$ cat src/rtl/estagio_decode_pkg.sv
`default_nettype none
// ============================================================================
// Module   : estagio_decode_pkg
// Purpose  : Shared constants and types for the decode stage: opcode and
//            funct codes, alu_op encodings, the NOP word and the control word.
// Ports    : none (package)
// Revision : 1.0 - initial release
// ============================================================================
package estagio_decode_pkg;

  localparam logic [31:0] c_NOP = 32'h0000_0000;

  // Primary opcodes
  localparam logic [5:0] c_OP_RTYPE = 6'b000000;
  localparam logic [5:0] c_OP_J     = 6'b000010;
  localparam logic [5:0] c_OP_JAL   = 6'b000011;
  localparam logic [5:0] c_OP_BEQ   = 6'b000100;
  localparam logic [5:0] c_OP_BNE   = 6'b000101;
  localparam logic [5:0] c_OP_ADDI  = 6'b001000;
  localparam logic [5:0] c_OP_SLTI  = 6'b001010;
  localparam logic [5:0] c_OP_ANDI  = 6'b001100;
  localparam logic [5:0] c_OP_ORI   = 6'b001101;
  localparam logic [5:0] c_OP_LW    = 6'b100011;
  localparam logic [5:0] c_OP_SW    = 6'b101011;

  // R-type funct codes (consumed by the execute stage ALU control)
  localparam logic [5:0] c_FUNCT_SLL = 6'b000000;
  localparam logic [5:0] c_FUNCT_JR  = 6'b001000;
  localparam logic [5:0] c_FUNCT_ADD = 6'b100000;
  localparam logic [5:0] c_FUNCT_SUB = 6'b100010;
  localparam logic [5:0] c_FUNCT_AND = 6'b100100;
  localparam logic [5:0] c_FUNCT_OR  = 6'b100101;
  localparam logic [5:0] c_FUNCT_SLT = 6'b101010;

  typedef enum logic [1:0] {
    ALU_ADD    = 2'b00,  // address calc / addi
    ALU_BRANCH = 2'b01,  // subtract for compare
    ALU_RTYPE  = 2'b10,  // look at funct
    ALU_IMM    = 2'b11   // immediate logic / slti
  } alu_op_t;

  typedef struct packed {
    logic    reg_dst;
    logic    alu_src;
    logic    mem_to_reg;
    logic    reg_write;
    logic    mem_read;
    logic    mem_write;
    logic    link;
    logic    jump;
    logic    branch;
    logic    branch_ne;
    alu_op_t alu_op;
    logic    ilegal;
  } ctrl_t;

  localparam ctrl_t c_CTRL_ZERO = '{default: '0, alu_op: ALU_ADD};

  // Logical immediates are zero-extended; everything else sign-extends.
  function automatic logic is_zero_ext(input logic [5:0] opcode);
    return (opcode == c_OP_ANDI) || (opcode == c_OP_ORI);
  endfunction

endpackage
`default_nettype wire

$ cat src/rtl/estagio_decode_unidade_controle.sv
`default_nettype none
// ============================================================================
// Module   : unidade_controle
// Purpose  : Combinational opcode -> control word decoder, including the
//            illegal-opcode flag. Every output is forced to 0 when the ID
//            register does not hold a live instruction.
// Ports    : i_valid, i_opcode[5:0] in; control bits, o_alu_op[1:0],
//            o_ilegal out.
// Revision : 1.0 - initial release
// ============================================================================
module unidade_controle
  import estagio_decode_pkg::*;
(
  input  logic       i_valid,
  input  logic [5:0] i_opcode,
  output logic       o_reg_dst,
  output logic       o_alu_src,
  output logic       o_mem_to_reg,
  output logic       o_reg_write,
  output logic       o_mem_read,
  output logic       o_mem_write,
  output logic       o_link,
  output logic       o_jump,
  output logic       o_branch,
  output logic       o_branch_ne,
  output logic [1:0] o_alu_op,
  output logic       o_ilegal
);

  ctrl_t w_ctrl;

  always_comb begin
    w_ctrl = c_CTRL_ZERO;
    if (i_valid) begin
      unique case (i_opcode)
        c_OP_RTYPE: begin
          w_ctrl.reg_dst   = 1'b1;
          w_ctrl.reg_write = 1'b1;
          w_ctrl.alu_op    = ALU_RTYPE;
        end
        c_OP_LW: begin
          w_ctrl.alu_src    = 1'b1;
          w_ctrl.mem_to_reg = 1'b1;
          w_ctrl.reg_write  = 1'b1;
          w_ctrl.mem_read   = 1'b1;
          w_ctrl.alu_op     = ALU_ADD;
        end
        c_OP_SW: begin
          w_ctrl.alu_src   = 1'b1;
          w_ctrl.mem_write = 1'b1;
          w_ctrl.alu_op    = ALU_ADD;
        end
        c_OP_BEQ: begin
          w_ctrl.branch = 1'b1;
          w_ctrl.alu_op = ALU_BRANCH;
        end
        c_OP_BNE: begin
          w_ctrl.branch    = 1'b1;
          w_ctrl.branch_ne = 1'b1;
          w_ctrl.alu_op    = ALU_BRANCH;
        end
        c_OP_ADDI: begin
          w_ctrl.alu_src   = 1'b1;
          w_ctrl.reg_write = 1'b1;
          w_ctrl.alu_op    = ALU_ADD;
        end
        c_OP_SLTI, c_OP_ANDI, c_OP_ORI: begin
          w_ctrl.alu_src   = 1'b1;
          w_ctrl.reg_write = 1'b1;
          w_ctrl.alu_op    = ALU_IMM;
        end
        c_OP_J: begin
          w_ctrl.jump = 1'b1;
        end
        c_OP_JAL: begin
          w_ctrl.jump      = 1'b1;
          w_ctrl.link      = 1'b1;
          w_ctrl.reg_write = 1'b1;
        end
        default: begin
          w_ctrl.ilegal = 1'b1;
        end
      endcase
    end
  end

  assign o_reg_dst    = w_ctrl.reg_dst;
  assign o_alu_src    = w_ctrl.alu_src;
  assign o_mem_to_reg = w_ctrl.mem_to_reg;
  assign o_reg_write  = w_ctrl.reg_write;
  assign o_mem_read   = w_ctrl.mem_read;
  assign o_mem_write  = w_ctrl.mem_write;
  assign o_link       = w_ctrl.link;
  assign o_jump       = w_ctrl.jump;
  assign o_branch     = w_ctrl.branch;
  assign o_branch_ne  = w_ctrl.branch_ne;
  assign o_alu_op     = w_ctrl.alu_op;
  assign o_ilegal     = w_ctrl.ilegal;

endmodule
`default_nettype wire

$ cat src/rtl/estagio_decode.sv
`default_nettype none
// ============================================================================
// Module   : estagio_decode
// Purpose  : IF/ID pipeline register plus instruction decoder. Latches the
//            fetched instruction and PC+4, splits fields, generates the
//            control word and the jump/branch targets, and squashes the
//            sequential-path instruction fetched alongside a taken jump.
// Ports    : clk, reset (async, active-high)
//            in : i_if_valid, i_if_instrucao[31:0], i_if_pc4[31:0],
//                 i_stall, i_flush
//            out: o_if_ready, o_id_valid, o_id_instrucao, o_id_pc4,
//                 instruction fields, o_imm_ext, o_jump/o_branch/o_branch_ne,
//                 o_jump_target, o_branch_target, control word, o_ilegal,
//                 o_cont_instr
// Revision : 1.0 - initial release
// ============================================================================
module estagio_decode
  import estagio_decode_pkg::*;
#(
  parameter logic [31:0] NOP = c_NOP
) (
  input  logic        clk,
  input  logic        reset,
  input  logic        i_if_valid,
  input  logic [31:0] i_if_instrucao,
  input  logic [31:0] i_if_pc4,
  output logic        o_if_ready,
  input  logic        i_stall,
  input  logic        i_flush,
  output logic        o_id_valid,
  output logic [31:0] o_id_instrucao,
  output logic [31:0] o_id_pc4,
  output logic [5:0]  o_opcode,
  output logic [4:0]  o_rs,
  output logic [4:0]  o_rt,
  output logic [4:0]  o_rd,
  output logic [4:0]  o_shamt,
  output logic [5:0]  o_funct,
  output logic [31:0] o_imm_ext,
  output logic        o_jump,
  output logic        o_branch,
  output logic        o_branch_ne,
  output logic [31:0] o_jump_target,
  output logic [31:0] o_branch_target,
  output logic        o_reg_dst,
  output logic        o_alu_src,
  output logic        o_mem_to_reg,
  output logic        o_reg_write,
  output logic        o_mem_read,
  output logic        o_mem_write,
  output logic        o_link,
  output logic [1:0]  o_alu_op,
  output logic        o_ilegal,
  output logic [31:0] o_cont_instr
);

  logic        r_id_valid;
  logic [31:0] r_id_instr;
  logic [31:0] r_id_pc4;
  logic [31:0] r_cont;

  logic        w_jump;
  logic        w_squash;
  logic [31:0] w_imm_ext;

  // A valid jump in ID means fetch is redirecting at this edge, so whatever
  // fetch presents now is on the fall-through path and must not go live.
  assign w_squash   = r_id_valid & w_jump;
  assign o_if_ready = ~i_stall;

  always_ff @(posedge clk or posedge reset) begin
    if (reset) begin
      r_id_valid <= 1'b0;
      r_id_instr <= NOP;
      r_id_pc4   <= 32'h0;
    end else if (i_flush) begin
      // Flush overrides both stall and capture.
      r_id_valid <= 1'b0;
      r_id_instr <= NOP;
    end else if (!i_stall) begin
      r_id_valid <= i_if_valid & ~w_squash;
      r_id_instr <= w_squash ? NOP : i_if_instrucao;
      r_id_pc4   <= i_if_pc4;
    end
  end

  // Retired = the live instruction in ID advanced this edge.
  always_ff @(posedge clk or posedge reset) begin
    if (reset) begin
      r_cont <= 32'h0;
    end else if (r_id_valid && !i_stall && !i_flush) begin
      r_cont <= r_cont + 32'd1;
    end
  end

  unidade_controle u_unidade_controle (
    .i_valid      (r_id_valid),
    .i_opcode     (r_id_instr[31:26]),
    .o_reg_dst    (o_reg_dst),
    .o_alu_src    (o_alu_src),
    .o_mem_to_reg (o_mem_to_reg),
    .o_reg_write  (o_reg_write),
    .o_mem_read   (o_mem_read),
    .o_mem_write  (o_mem_write),
    .o_link       (o_link),
    .o_jump       (w_jump),
    .o_branch     (o_branch),
    .o_branch_ne  (o_branch_ne),
    .o_alu_op     (o_alu_op),
    .o_ilegal     (o_ilegal)
  );

  assign w_imm_ext = is_zero_ext(r_id_instr[31:26])
                   ? {16'h0000, r_id_instr[15:0]}
                   : {{16{r_id_instr[15]}}, r_id_instr[15:0]};

  assign o_id_valid      = r_id_valid;
  assign o_id_instrucao  = r_id_instr;
  assign o_id_pc4        = r_id_pc4;
  assign o_opcode        = r_id_instr[31:26];
  assign o_rs            = r_id_instr[25:21];
  assign o_rt            = r_id_instr[20:16];
  assign o_rd            = r_id_instr[15:11];
  assign o_shamt         = r_id_instr[10:6];
  assign o_funct         = r_id_instr[5:0];
  assign o_imm_ext       = w_imm_ext;
  assign o_jump          = w_jump;
  assign o_jump_target   = {r_id_pc4[31:28], r_id_instr[25:0], 2'b00};
  assign o_branch_target = r_id_pc4 + {w_imm_ext[29:0], 2'b00};
  assign o_cont_instr    = r_cont;

endmodule
`default_nettype wire

$ cat config.mk
export PLATFORM = sky130hd
export DESIGN_NAME = estagio_decode
export DESIGN_NICKNAME = d
export VERILOG_FILES = /design/src/rtl/estagio_decode_pkg.sv /design/src/rtl/estagio_decode_unidade_controle.sv /design/src/rtl/estagio_decode.sv
export SDC_FILE = /design/constraint.sdc
export NUM_CORES = 1
export LEC_CHECK = 0
export ABC_AREA = 1
export ABC_CLOCK_PERIOD_IN_PS = 3400
export CAP_MARGIN = 20
export CORE_AREA = 2 2 119 121
export DETAILED_ROUTE_END_ITERATION = 8
export DIE_AREA = 0 0 121 123
export DONT_BUFFER_PORTS = 1
export GPL_TIMING_DRIVEN = 0
export MAX_ROUTING_LAYER = met4
export PLACE_DENSITY_LB_ADDON = 0.05
export SLEW_MARGIN = 20
export SYNTH_ARGS = -nofsm -noshare
export SYNTH_HDL_FRONTEND = slang
export SYNTH_SLANG_ARGS = --single-unit
export TNS_END_PERCENT = 20
$ cat constraint.sdc
create_clock -name clk -period 3.4 [get_ports clk]
set_input_delay 0.17 -clock clk [delete_from_list [all_inputs] [get_ports clk]]
set_output_delay 0.17 -clock clk [all_outputs]
set_load 0.02 [all_outputs]
==> results.txt <==
The tools report the origin of the worst min-delay path as i_if_instrucao[30]. Area overhead of the layout relative to synthesis: 16.42%. In this run the clock root is driven by a sky130_fd_sc_hd__clkbuf_16. For hold timing, the worst endpoint is o_id_instrucao[30]$_DFFE_PP0P_.

The number of cell rows is 43, and the data arrival time of the worst path is 2.95 ns. The worst vdd rail ir drop is 232.4 uV. The tools report the cell count after placement as 1,075. The power density relative to cell area is 439.6 nW/um2.

The part of the total power dissipated in the clock network came out at 0.281. The flow ran to the end, but the final reports show violations. At the later pin of the worst-skew pair, clock insertion delay measures 0.35 ns.

On the final layout, the worst clock skew is 0.007068 ns. The logs give 0.2763 for the overall routing resource usage and 0.439 for the share of total power in sequential cells. The Yosys step of the flow raised 0 warnings.

The congestion estimate from routability-driven global placement came to 0.9476. The worst register-to-register path ends at o_id_instrucao[26]$_DFFE_PP0P_. Counting I/O delays and the setup requirement, the final critical path takes 3.118 ns. The logs give 13,610 um2 for the placeable core region and 3.937 nW for the leakage power. The tools report the critical path required time as 3.23 ns.

308 I/O pins were placed. The number of global-route vias before repair was 5,809; the transition time at the pin with the least slew margin was 0.6988 ns. Number of instances on the worst hold path: 2.

The tool flagged a number of max-cap violations equal to 0. Detailed placement ended at an HPWL of 15.69 mm. For the initial core utilization, the log shows 0.4903. The tightest min-delay check is of the input port to flop type. The final antenna-violating net count is 0, and the cell count after synthesis is 893.

Derived from the worst setup path, the maximum achievable clock frequency is 0.3208 GHz. The run gives 1 as the hold violation count in the final report. After detailed routing, the number of remaining DRC violations is 0.

The worst setup path category was flop to primary output. The tree built by TritonCTS fans out to 97 sinks. The global-route wire length before repair is 31.11 mm, and the floorplan die area is 14,880 um2. The die is 123 um tall. The startpoint kind of the worst setup timing path is a flop.

Setup repair after global routing left no endpoint under its margin. The mean area per synthesized cell came out at 7.474 um2. The internal portion of the total power is 2.057 mW.

The endpoint kind of the worst setup timing path is a primary output. The number of antenna diodes in the final layout is 0. For the violation count after the first detailed-route iteration, the log shows 387. Power comes to 3.416 mW. The share of the cycle needed by the critical path after routing works out to 0.9169. No sink is reached through more buffers than the 2 on the longest clock path.

The tools report the post-synthesis sequential area ratio as 0.3637. The clock tree synthesis step divided the H-tree into 3 levels. Leaving out filler cells and counting taps, the final layout contains 1,147.

The overall via count from detail_route was 6,133. The number of synthesized register bits is 97, and the width of the die is 121 um. In the final routed layout, each cell accounts on average for 17.40 um. The share of final-layout standard cells stronger than drive strength 1 was 0.1468. The number of antenna violations at the first check in global routing is 0. For the number of max-slew violations in the final report, the log shows 0. Largest net degree at the start of global routing: 67. The worst hold margin is -0.001510 ns, and the highest net fanout along the worst path is 6. Yosys mapped the design onto 41 distinct sky130hd cell types. The routed design has 19.96 mm of wire. In the layout the commonest cells are sky130_fd_sc_hd__nand2_1, sky130_fd_sc_hd__buf_4, sky130_fd_sc_hd__dfrtp_1. In this run the cell area of the synthesized design comes to 6674 um2. Number of nets in the layout: 1,049. The total CTS buffers came out at 9. Dividing the detail-routed via count by the number of cells gives 5.347. The analysis attributes to net switching a power of 1.359 mW. Share of the core filled with cells: 0.5708.

In this run the critical register-to-register path is launched from o_id_instrucao[30]$_DFFE_PP0P_. The number of buffers added on ports was 0. Setup violations remaining at the end of the flow were counted as 0. The final reports fail on negative hold slack. The setup slack of the most critical reg-to-reg path was 1.10 ns. For this run, the detailed router's first-pass iteration total came to 5. TritonCTS built the clock tree.

After clock tree synthesis, the clock-pin slew on the worst setup and hold paths is 0.07 ns. Relative contribution of combinational cells to total power: 0.280. The tightest slew margin relative to the limit was 0.5341; the depth of the most critical reg-to-reg path was 5.

Fraction of power spent switching nets: 0.3979. Leaving out fill and tap cells, the most frequent cell in the layout is sky130_fd_sc_hd__nand2_1. For this run the aggregate overflow at the end of global routing stands at 0.
-- cells by family (layout without fill, tap and decap cells) --
family                   after synthesis  count (layout)  synth area share
XOR/XNOR                              51              51           0.06693
other                                  1               2         0.0005619
adder cells (fa/ha/maj)               18              18           0.03487
flip-flops                            97              97            0.3637
AND/OR/NAND/NOR                      443             443            0.2895
AO/OA/AOI/OAI                         93              93           0.07930
buffers and inverters                190             263            0.1652
-- synthesized netlist by cell type --
library cell               instances  share of area
sky130_fd_sc_hd__buf_2             2         0.0015
sky130_fd_sc_hd__conb_1            1        0.00056
sky130_fd_sc_hd__clkinv_1          3         0.0017
sky130_fd_sc_hd__a31oi_1           3         0.0028
sky130_fd_sc_hd__buf_1             2         0.0011
sky130_fd_sc_hd__inv_2             6         0.0034
sky130_fd_sc_hd__a21oi_1          17          0.013
sky130_fd_sc_hd__nand4_1          10         0.0094
sky130_fd_sc_hd__buf_6             1         0.0017
sky130_fd_sc_hd__xor2_1           38          0.050
sky130_fd_sc_hd__nand4_2           1         0.0019
sky130_fd_sc_hd__nor2_4            2         0.0034
sky130_fd_sc_hd__nand3_1          80          0.060
sky130_fd_sc_hd__nand2_1         257           0.14
sky130_fd_sc_hd__buf_4            98           0.11
sky130_fd_sc_hd__nand3b_1          2         0.0022
sky130_fd_sc_hd__nor3_1           12         0.0090
sky130_fd_sc_hd__clkbuf_1         17         0.0096
sky130_fd_sc_hd__buf_8             1         0.0022
sky130_fd_sc_hd__nor4_4            1         0.0032
sky130_fd_sc_hd__xnor2_1          13          0.017
sky130_fd_sc_hd__inv_1            60          0.034
sky130_fd_sc_hd__o22ai_1           7         0.0066
sky130_fd_sc_hd__nor4_1            2         0.0019
sky130_fd_sc_hd__dfrtp_1          97           0.36
sky130_fd_sc_hd__nor2_2            6         0.0056
sky130_fd_sc_hd__nand2_2           2         0.0019
sky130_fd_sc_hd__o21ai_0          50          0.037
sky130_fd_sc_hd__o21a_1            3         0.0034
sky130_fd_sc_hd__o21ai_1           1        0.00075
sky130_fd_sc_hd__a41oi_1           8          0.010
sky130_fd_sc_hd__ha_1             17          0.032
sky130_fd_sc_hd__nor2_1           61          0.034
sky130_fd_sc_hd__fa_1              1         0.0030
sky130_fd_sc_hd__nor2_8            1         0.0030
sky130_fd_sc_hd__a21o_1            1         0.0011
sky130_fd_sc_hd__nand3_4           1         0.0026
sky130_fd_sc_hd__o41ai_1           3         0.0039
sky130_fd_sc_hd__and2_1            2         0.0019
sky130_fd_sc_hd__nand2_4           1         0.0017
sky130_fd_sc_hd__nor3_2            2         0.0030
-- state kept, by name (all words and copies together) (netlist names) --
register	cells
o_cont_instr	32
o_id_instrucao	32
o_id_pc4	32
o_id_valid	1
-- layer usage --
layer	track usage	up-vias	part of all wire	wire, um
met4	0.05959	0	0.011	224
met5	-	-	0	0
met2	0.4371	217	0.48	9516
met3	0.06504	20	0.077	1529
met1	0.3641	2960	0.44	8693
li1	-	2936	-	-
-- how the worst max path moves through the flow --
stage                                   from                     endpoint  slack [ns]
2_1_floorplan                          reset  o_cont_instr[0]$_DFFE_PP0P_        0.70
3_3_place_gp                           reset      o_id_pc4[0]$_DFFE_PP0P_       -0.42
3_5_place_dp   o_id_instrucao[0]$_DFFE_PP0P_          o_branch_target[20]        0.44
4_1_cts        o_id_instrucao[0]$_DFFE_PP0P_          o_branch_target[20]        0.05
5_1_grt        o_id_instrucao[1]$_DFFE_PP0P_          o_branch_target[20]       0.004
6_report       o_id_instrucao[1]$_DFFE_PP0P_          o_branch_target[20]        0.28
-- metrics by stage --
| step | instance area (um2) | hold WS (ns) | TNS [ns] | worst slack (ns) |
|---|---|---|---|---|
| 6_report | 7770 | -0.001510 | 0 | 0.2824 |
| 5_1_grt | 7770 | 0.003656 | 0 | 0.003894 |
| 4_1_cts | 7769 | 0.002140 | 0 | 0.04773 |
| 3_5_place_dp | 6935 | 0.02891 | 0 | 0.4421 |
| 3_3_place_gp | 6903 | 0.2921 | -39.99 | -0.4213 |
| 2_1_floorplan | 6678 | 0.2869 | 0 | 0.6963 |
-- power by group through the flow --
stage | Clock, mW | Combinational [mW] | Sequential [mW]
5_1_grt | 1.03 | 1.05 | 1.52
6_report | 0.959 | 0.956 | 1.50
2_1_floorplan | 0 | 0.758 | 1.46
3_5_place_dp | 0 | 0.900 | 1.52
3_3_place_gp | 0 | 0.887 | 1.52
4_1_cts | 0.970 | 0.957 | 1.50
-- area by class of cell --
class                           count  area, um2
Buffer                            121      843.3
Clock buffer                       11      232.7
Clock inverter                      5      40.04
Fill cell                        1313       5842
Inverter                           69      264.0
Multi-Input combinational cell    607       3148
Sequential cell                    97       2429
Tap cell                          180      225.2
Timing Repair Buffer               57      588.1
-- critical path, cell delays in order (launching register included) --
cell	delay [ns]
sky130_fd_sc_hd__dfrtp_1	0.59
sky130_fd_sc_hd__inv_1	0.17
sky130_fd_sc_hd__fa_1	0.46
sky130_fd_sc_hd__o21ai_1	0.31
sky130_fd_sc_hd__nand3_1	0.11
sky130_fd_sc_hd__nand2_1	0.14
sky130_fd_sc_hd__nand2_1	0.07
sky130_fd_sc_hd__nand2_1	0.10
sky130_fd_sc_hd__nand2_1	0.07
sky130_fd_sc_hd__nand3_1	0.15
sky130_fd_sc_hd__xor2_1	0.43
-- timing repair --
action / in CTS / in global routing
gates resized for setup: 0 / 2
endpoints found under the setup margin: 0 / 4
endpoints found under the hold margin: 86 / 0
setup buffers: 0 / 0
hold buffers: 56 / 0
Note: power is estimated with default switching activity, not from simulation.
